## src/rtl/fixed_accumulator_pkg.sv

```systemverilog
// fixed_accumulator_pkg: shared fixed-point widths, saturation limits and FSM state type.
package fixed_accumulator_pkg;
   localparam int FIX_W = 43;
   localparam int FIX_FRAC = 25;
   localparam logic [FIX_W-1:0] FIX_MAX = {1'b0, {(FIX_W-1){1'b1}}};
   localparam logic [FIX_W-1:0] FIX_MIN = {1'b1, {(FIX_W-1){1'b0}}};
   typedef enum logic [1:0] {IDLE, ACCUM, DONE} state_t;
endpackage

```

## src/rtl/sat_add_fixed.sv

```systemverilog
// sat_add_fixed: combinational saturating 43-bit signed add.
// Ports: a, b = signed addends; sum = clamped result; ovf = addition overflowed and was clamped.
module sat_add_fixed
   import fixed_accumulator_pkg::*;
(
   input  logic [FIX_W-1:0] a,
   input  logic [FIX_W-1:0] b,
   output logic [FIX_W-1:0] sum,
   output logic             ovf
);
   logic [FIX_W-1:0] raw;
   logic pos, neg;
   assign raw = a + b;
   // Overflow only when both operands share a sign that the raw sum does not.
   assign pos = !a[FIX_W-1] && !b[FIX_W-1] && raw[FIX_W-1];
   assign neg = a[FIX_W-1] && b[FIX_W-1] && !raw[FIX_W-1];
   assign ovf = pos || neg;
   assign sum = pos ? FIX_MAX : neg ? FIX_MIN : raw;
endmodule

```

## src/rtl/fixed_accumulator.sv

```systemverilog
// fixed_accumulator: windowed saturating accumulator of signed product terms onto a loaded bias.
// Ports: clk/reset (sync, active high); start + bias_in open a window; term_in/term_valid/term_last
// with term_ready handshake feed terms; acc_out/sat_flag/term_count hold the last window result,
// announced by a one-cycle out_valid; busy is high outside IDLE.
module fixed_accumulator
   import fixed_accumulator_pkg::*;
#(
   parameter int TERM_W = 36,
   parameter int CNT_W  = 16
) (
   input  logic              clk,
   input  logic              reset,
   input  logic              start,
   input  logic [FIX_W-1:0]  bias_in,
   input  logic [TERM_W-1:0] term_in,
   input  logic              term_valid,
   input  logic              term_last,
   output logic              term_ready,
   output logic [FIX_W-1:0]  acc_out,
   output logic              out_valid,
   output logic              sat_flag,
   output logic [CNT_W-1:0]  term_count,
   output logic              busy
);
   state_t state;
   logic [FIX_W-1:0] acc, term_ext, sum;
   logic [CNT_W-1:0] cnt;
   logic sat, ovf, take;
   assign term_ext = FIX_W'($signed(term_in));
   assign term_ready = state == ACCUM;
   assign busy = state != IDLE;
   assign take = term_valid && term_ready;
   sat_add_fixed u_add (.a(acc), .b(term_ext), .sum(sum), .ovf(ovf));
   always_ff @(posedge clk) begin
      if (reset) begin
         state      <= IDLE;
         acc        <= '0;
         cnt        <= '0;
         sat        <= 1'b0;
         acc_out    <= '0;
         sat_flag   <= 1'b0;
         term_count <= '0;
         out_valid  <= 1'b0;
      end else begin
         out_valid <= take && term_last;
         case (state)
            IDLE: if (start) begin
               state <= ACCUM;
               acc   <= bias_in;
               cnt   <= '0;
               sat   <= 1'b0;
            end
            ACCUM: if (term_valid) begin
               acc <= sum;
               cnt <= cnt + 1'b1;
               sat <= sat || ovf;
               // Result registers move only here so the downstream converter sees a stable value.
               if (term_last) begin
                  state      <= DONE;
                  acc_out    <= sum;
                  sat_flag   <= sat || ovf;
                  term_count <= cnt + 1'b1;
               end
            end
            default: state <= IDLE;
         endcase
      end
   end
endmodule

```

## config.mk

```make
export PLATFORM = sky130hd
export DESIGN_NAME = fixed_accumulator
export DESIGN_NICKNAME = d
export VERILOG_FILES = /design/src/rtl/fixed_accumulator_pkg.sv /design/src/rtl/sat_add_fixed.sv /design/src/rtl/fixed_accumulator.sv
export SDC_FILE = /design/constraint.sdc
export NUM_CORES = 1
export LEC_CHECK = 0
export BUFFER_PORTS_ARGS = -buffer_cell sky130_fd_sc_hd__buf_2
export CELL_PAD_IN_SITES_DETAIL_PLACEMENT = 0
export CELL_PAD_IN_SITES_GLOBAL_PLACEMENT = 1
export CORE_AREA = 5 5 165 167
export CTS_BUF_LIST = sky130_fd_sc_hd__clkbuf_8
export DETAILED_ROUTE_END_ITERATION = 10
export DIE_AREA = 0 0 170 172
export PLACE_DENSITY_LB_ADDON = 0.1
export SLEW_MARGIN = 20
export SYNTH_ARGS = -nofsm -noshare
export SYNTH_HDL_FRONTEND = slang
export SYNTH_SLANG_ARGS = --single-unit
```

## constraint.sdc

```tcl
create_clock -name clk -period 3.2 [get_ports clk]
set_input_delay 0.64 -clock clk [delete_from_list [all_inputs] [get_ports clk]]
set_output_delay 0.64 -clock clk [all_outputs]
set_load 0.01 [all_outputs]
```

==> run_results.csv, run 1 <==
group,metric,value,unit
clocking,hold_buffers,0,
yosys,synth_top_area_cell,"dfxtp_1",
power,power.share.sequential,0.332,
clocking,insertion_delay,0.46,ns
routing,vias,8315,
yosys,async_flop_share,0,
yosys,syn_nets,1131,
clocking,cts_sinks,123,
timing,slew_viol_final,0,
yosys,synth.area.top_cells,"dfxtp_1 33%, a21oi_1 8.7%, o21ai_0 8.4%",
cells_and_area,seq_area,2460,um^2
worst_hold_path,hp-class,"primary input to flop",
cells_and_area,fillers,2666,
cells_and_area,multiInputGateArea,5070,um^2
yosys,syn_area,7560,um^2
critical_path,crit_type,"flop to flop",
clocking,clock_path_buffers,2,
floorplan,core_area,25600,um^2
routing,drc,0,
yosys,synth_top_area_share,0.326,
placed_design,place_ws,-0.545,ns
cells_and_area,finalInstanceArea,10800,um^2
yosys,yosysSeqAreaShare,0.326,
global_routing,grt_usage,0.201,
yosys,ys.warnings.count,0,
routing,vias_per_cell,5.07,
yosys,avgSynthCellArea,7.55,um^2
clocking,root_buffer,"clkbuf_8",
run_status,status,"completed",
floorplan,die_w,170,um
power,leakage,4.89,nW
placed_design,numPortBuffers,146,
global_routing,grt_max_degree,53,
global_routing,grt_pass1_wl,45900,um
clocking,cts.clk_slew.worst_paths,0.09,ns
routing,drtIter0Drc,427,
timing,hold_violations,0,
yosys,synth.distinct_cells,61,
timing,max-slew-margin-rel,0.546,
yosys,yosysMostFrequentCell,"a21oi_1",
timing,rsz0062_at_grt,"yes",
timing,min_period,3.16,ns
routing,drt_pass1_iterations,6,
yosys,ys_ff_latch,123,
cells_and_area,n_antenna_cell,0,
critical_path,worst_ep_required_time,3.52,ns
timing,worst_pin_slew,0.674,ns
clocking,numCtsBuffers,17,
cells_and_area,fin_util,0.421,
placed_design,gp_congestion,0.872,
power,power_density,474,nW/um^2
yosys,synth_cells,1001,
power,power_switching,0.00185,W
cells_and_area,synthToLayoutAreaGrowth,42.6,%
floorplan,io_pins,147,
global_routing,use_met2,0.330,
global_routing,use_met1,0.279,
global_routing,gr-total-overflow,0,
power,internal_power,0.00326,W
power,peakVddDrop,0.228,mV
floorplan,dieHeight,172,um
floorplan,rows,59,
power,p_comb_frac,0.379,
global_routing,grt_pass1_vias,8158,
timing,setup-tns-final,0,ns
global_routing,antenna_found_initial,2,
timing,fmax,316,MHz
placed_design,placed_area,10100,um^2
placed_design,hpwl,22700,um
timing,finalSetupViolations,0,
power,power_switching_share,0.362,
timing,fin_crit_sh,0.988,
routing,wl_per_cell,18.2,um
critical_path,cp_data_arrival_time,3.48,ns
floorplan,start_util,0.295,
routing,routed_wl,29900,um
timing,skew,0.0150,ns
cells_and_area,num-nets-final,1423,
timing,finalWorstSetupSlack,0.0384,ns
cells_and_area,drive_gt1_frac,0.336,
clocking,cts_tree,"yes",
routing,ant_nets,0,
yosys,synthTopCellsByCount,"131 x a21oi_1, 127 x o21ai_0, 123 x dfxtp_1, 110 x nand2_1, 107 x nor2_1",
global_routing,grt_util_met3,0.0352,
yosys,synth_flop_cell,"dfxtp_1",
run,maxCapViolations,0,
floorplan,die_area,29200,um^2
critical_path,cp_max_fo,4,
global_routing,grt.busiest_layer,"met2",
critical_path,startpoint_type,"flop",
clocking,h-tree-depth,4,
critical_path,endpoint_kind,"flop",
yosys,synth-edff-count,0,
power,power_frac_clock,0.289,
-- repair_timing --
| action | 4_1_cts | 5_1_grt |
|---|---|---|
| buffers inserted | 1 | 5 |
| resized for setup | 5 | 57 |
| gates cloned | 0 | 1 |
| pin swaps | 0 | 25 |
| endpoints found under the setup margin | 70 | 75 |
-- flip-flops by register name, summed over array words and instances, names as in the netlist --
| signal | flops |
|---|---|
| state | 2 |
| sat_flag | 1 |
| term_count | 16 |
| acc_out | 43 |
| acc | 43 |
| cnt | 16 |
| sat | 1 |
| out_valid | 1 |
-- layer usage --
| layer | wire length, um | vias to the layer above |
|---|---|---|
| li1 | - | 4214 |
| met1 | 14500 | 3905 |
| met2 | 13700 | 161 |
| met3 | 1250 | 31 |
| met4 | 389 | 4 |
| met5 | 21 | - |
-- worst max-delay path, stage by stage (launching register included) --
cell	delay (ns)
dfxtp_2	0.36
ha_4	0.14
fa_2	0.20
a21o_1	0.18
a221oi_4	0.09
or4_4	0.57
a2111oi_4	0.42
a211oi_4	0.11
mux2i_2	0.19
buf_4	0.16
buf_6	0.11
nor2_4	0.16
buf_12	0.14
a2bb2oi_2	0.12
o21ai_1	0.06
-- layout by cell type (no fill, tap or decap), drive strengths merged, types with 5 or more instances in the layout --
master    n
and2      5
and3     16
o221ai   12
xnor2    29
buf     341
ha       45
a22oi    11
nand2b    7
nor3     13
inv      15
clkinv    5
o21ai   128
a221oi    5
o21a      6
nand2   110
nand4    12
a31oi    15
nand3    13
dfxtp   123
or3       8
nor4      5
o22ai     7
nor2    107
a21oi   131
xor2     21
clkbuf   20
a21o     22
a211oi   22
-- cells by family after synthesis --
family          after synthesis  synth area share
compound gates              389             0.309
fa+ha+maj                    46            0.0772
xor+xnor                     50            0.0579
mux                           4           0.00613
simple gates                307             0.181
buf+inv                      82            0.0432
flops                       123             0.326
-- metrics by stage --
| stage | instances | hold slack [ns] | power, W |
|---|---|---|---|
| after global routing | 1640 | 0.441 | 0.00543 |
| after floorplan | 1001 | 0.413 | 0.00271 |
| final | 1640 | 0.437 | 0.00511 |
| after CTS | 1634 | 0.416 | 0.00507 |
| after global placement | 1602 | 0.421 | 0.00357 |
| after detailed placement | 1602 | 0.438 | 0.00356 |
-- power groups by stage --
stage	combinational [W]	sequential [W]	clock, W
final	0.00193	0.00170	0.00148
after global routing	0.00213	0.00171	0.00159
after CTS	0.00186	0.00170	0.00152
after detailed placement	0.00183	0.00173	0
after global placement	0.00184	0.00173	0
after floorplan	0.000983	0.00173	0
-- worst paths after layout --
| check | startpoint | end | slack (ns) | cells after the start |
|---|---|---|---|---|
| worst min-delay path | bias_in[8] | acc[8]$_SDFFE_PP0P_ | 0.44 | 3 |
| worst max register to register | acc[0]$_SDFFE_PP0P_ | acc[38]$_SDFFE_PP0P_ | 0.04 | 14 |
| worst max-delay path | acc[0]$_SDFFE_PP0P_ | acc[38]$_SDFFE_PP0P_ | 0.04 | 14 |
| worst min register to register | acc[18]$_SDFFE_PP0P_ | acc[18]$_SDFFE_PP0P_ | 0.45 | 2 |
-- cell type report --
class | count | share of cell area
clock buffers | 19 | 0.0243
clock inverters | 12 | 0.0130
inverters | 13 | 0.00453
multi-input cells | 796 | 0.471
flip-flops and latches | 123 | 0.229
well taps | 335 | 0.0389
repair buffers | 342 | 0.220
(Power assumes the default switching activity.)
==> run 2: changes to the inputs <==
- CORE_AREA: 5 5 165 167 -> 5 5 168 170
- DIE_AREA: 0 0 170 172 -> 0 0 173 175
==> run_results.csv, run 2 (same netlist as run 1, synthesis figures left out) <==
group,metric,value,unit
timing,hold_violations,0,
placed_design,gp_congestion,0.853,
global_routing,grt_pass1_vias,8243,
critical_path,crit_type,"flop to flop",
global_routing,use_met2,0.318,
global_routing,use_met1,0.259,
global_routing,gr-total-overflow,0,
floorplan,core_area,26600,um^2
cells_and_area,mostFrequentLayoutCells,"171 x buf_4, 146 x buf_2, 126 x o21ai_0",
placed_design,place_ws,-0.517,ns
power,power_switching_share,0.383,
global_routing,grt_pass1_wl,46500,um
clocking,clock_path_buffers,2,
critical_path,startpoint_type,"flop",
clocking,h-tree-depth,4,
floorplan,start_util,0.284,
clocking,cts_tree,"yes",
cells_and_area,n_antenna_cell,0,
floorplan,dieHeight,175,um
routing,routed_wl,29900,um
worst_hold_path,hold_path_depth,1,
clocking,root_buffer,"clkbuf_8",
timing,worst_pin_slew,0.637,ns
worst_hold_path,hold_start,"state[1]$_SDFFE_PP0P_",
worst_hold_path,worstHoldEndpoint,"state[0]$_SDFFE_PP0P_",
power,power_density,468,nW/um^2
placed_design,dp.cells,1600,
critical_path,critPathLaunch,"acc[0]$_SDFFE_PP0P_",
critical_path,r2r_setup_slack,0.02,ns
clocking,insertion_delay,0.46,ns
placed_design,numPortBuffers,146,
clocking,hold_buffers,0,
power,power.share.sequential,0.339,
routing,drc,0,
power,p_comb_frac,0.382,
global_routing,grt.busiest_layer,"met2",
run,maxCapViolations,0,
global_routing,grt_util_met3,0.0493,
clocking,numCtsBuffers,17,
floorplan,rows,60,
clocking,cts_sinks,123,
critical_path,worst_ep_required_time,3.54,ns
cells_and_area,synthToLayoutAreaGrowth,41.4,%
power,internal_power,0.00308,W
timing,finalSetupViolations,0,
cells_and_area,stdcell_count,1638,
power,power_frac_clock,0.279,
critical_path,r2r_end,"acc_out[37]$_SDFFE_PP0P_",
routing,vias,8321,
critical_path,worst-r2r-cell-count,14,
cells_and_area,drive_gt1_frac,0.333,
critical_path,endpoint_kind,"flop",
power,peakVddDrop,0.274,mV
floorplan,io_pins,147,
floorplan,die_area,30300,um^2
global_routing,grt_max_degree,57,
cells_and_area,finalInstanceArea,10700,um^2
cells_and_area,fin_util,0.402,
global_routing,antenna_found_initial,2,
critical_path,cp_data_arrival_time,3.51,ns
timing,rsz0062_at_grt,"yes",
worst_hold_path,hp-class,"flop to flop",
timing,fin_crit_sh,0.993,
timing,skew,0.0167,ns
cells_and_area,final_common_cell,"buf_4",
placed_design,placed_area,10000,um^2
timing,slew_viol_final,0,
placed_design,hpwl,22700,um
timing,fmax,315,MHz
routing,vias_per_cell,5.08,
power,leakage,4.81,nW
global_routing,grt_usage,0.194,
routing,wl_per_cell,18.2,um
routing,ant_nets,0,
timing,finalWorstSetupSlack,0.0216,ns
timing,max-slew-margin-rel,0.576,
clocking,cts.clk_slew.worst_paths,0.09,ns
cells_and_area,num-nets-final,1414,
power,power_switching,0.00192,W
critical_path,cp_max_fo,7,
routing,drtIter0Drc,410,
critical_path,rr_startpoint,"acc[0]$_SDFFE_PP0P_",
routing,drt_pass1_iterations,5,
cells_and_area,reg_top3,"acc (43), acc_out (43)",
run_status,status,"completed",
timing,min_period,3.18,ns
floorplan,die_w,173,um
[run 2: cell count changes in the layout (fill, tap and decap cells not counted), sizes merged]
cell	before	now
buf	341	332
inv	15	22
bufinv	2	0
clkbuf	20	18
clkinv	5	3
[run 2: power by group through the flow]
stage          logic [W]  registers (W)  clock network (W)
5_1_grt          0.00210        0.00171            0.00152
6_report         0.00191        0.00170            0.00139
2_1_floorplan   0.000983        0.00173                  0
4_1_cts          0.00186        0.00169            0.00145
3_5_place_dp     0.00182        0.00173                  0
3_3_place_gp     0.00183        0.00173                  0
[run 2: how the worst max path moves through the flow]
| stage | end | slack (ns) | depth (start not counted) |
|---|---|---|---|
| floorplan | acc[38]$_SDFFE_PP0P_ | -0.13 | 10 |
| global placement | acc[28]$_SDFFE_PP0P_ | -0.49 | 14 |
| detailed placement | acc[28]$_SDFFE_PP0P_ | -0.52 | 14 |
| CTS | acc[28]$_SDFFE_PP0P_ | 0.005 | 13 |
| global route | acc_out[38]$_SDFFE_PP0P_ | -0.06 | 14 |
| finish | acc_out[37]$_SDFFE_PP0P_ | 0.02 | 14 |
[run 2: what timing repair did]
action / 4_1_cts / 5_1_grt
pin swaps: 1 / 7
endpoints found under the setup margin: 43 / 67
gates resized for setup: 9 / 37
gates cloned: 0 / 1
buffers inserted: 2 / 3
[run 2: cell type report]
type	instances	area (um^2)
timing repair buffer	333	2300
fill	2881	15900
clock buffer	17	234
sequential	123	2460
inverter	13	48.8
multi-input combinational	796	5060
tap	341	427
clock inverter	15	148
[run 2: worst max-delay path, cell delays in order, from the launching register on]
cell and delay, ns:
dfxtp_2 0.36, ha_4 0.14, fa_2 0.22, a21o_1 0.18
a221oi_4 0.09, or4_4 0.54, a2111oi_4 0.32, a211oi_2 0.09
buf_4 0.16, mux2i_4 0.19, buf_6 0.15, buf_6 0.12
nor2_4 0.20, clkbuf_16 0.23, a21oi_2 0.05
[run 2: layer usage]
layer | up-vias | routed length, um | share of wire
met1 | 3895 | 14200 | 0.48
met4 | 4 | 278 | 0.0093
met5 | - | 23 | 0.00077
li1 | 4205 | - | -
met2 | 197 | 13700 | 0.46
met3 | 20 | 1680 | 0.056
[run 2: metrics by stage]
step	power, W	hold slack (ns)	TNS [ns]
detailed placement	0.00355	0.433	-32.19
finish	0.00500	0.440	0
floorplan	0.00271	0.413	-1.14
global placement	0.00356	0.430	-30.48
global route	0.00533	0.401	-0.708
CTS	0.00501	0.405	0
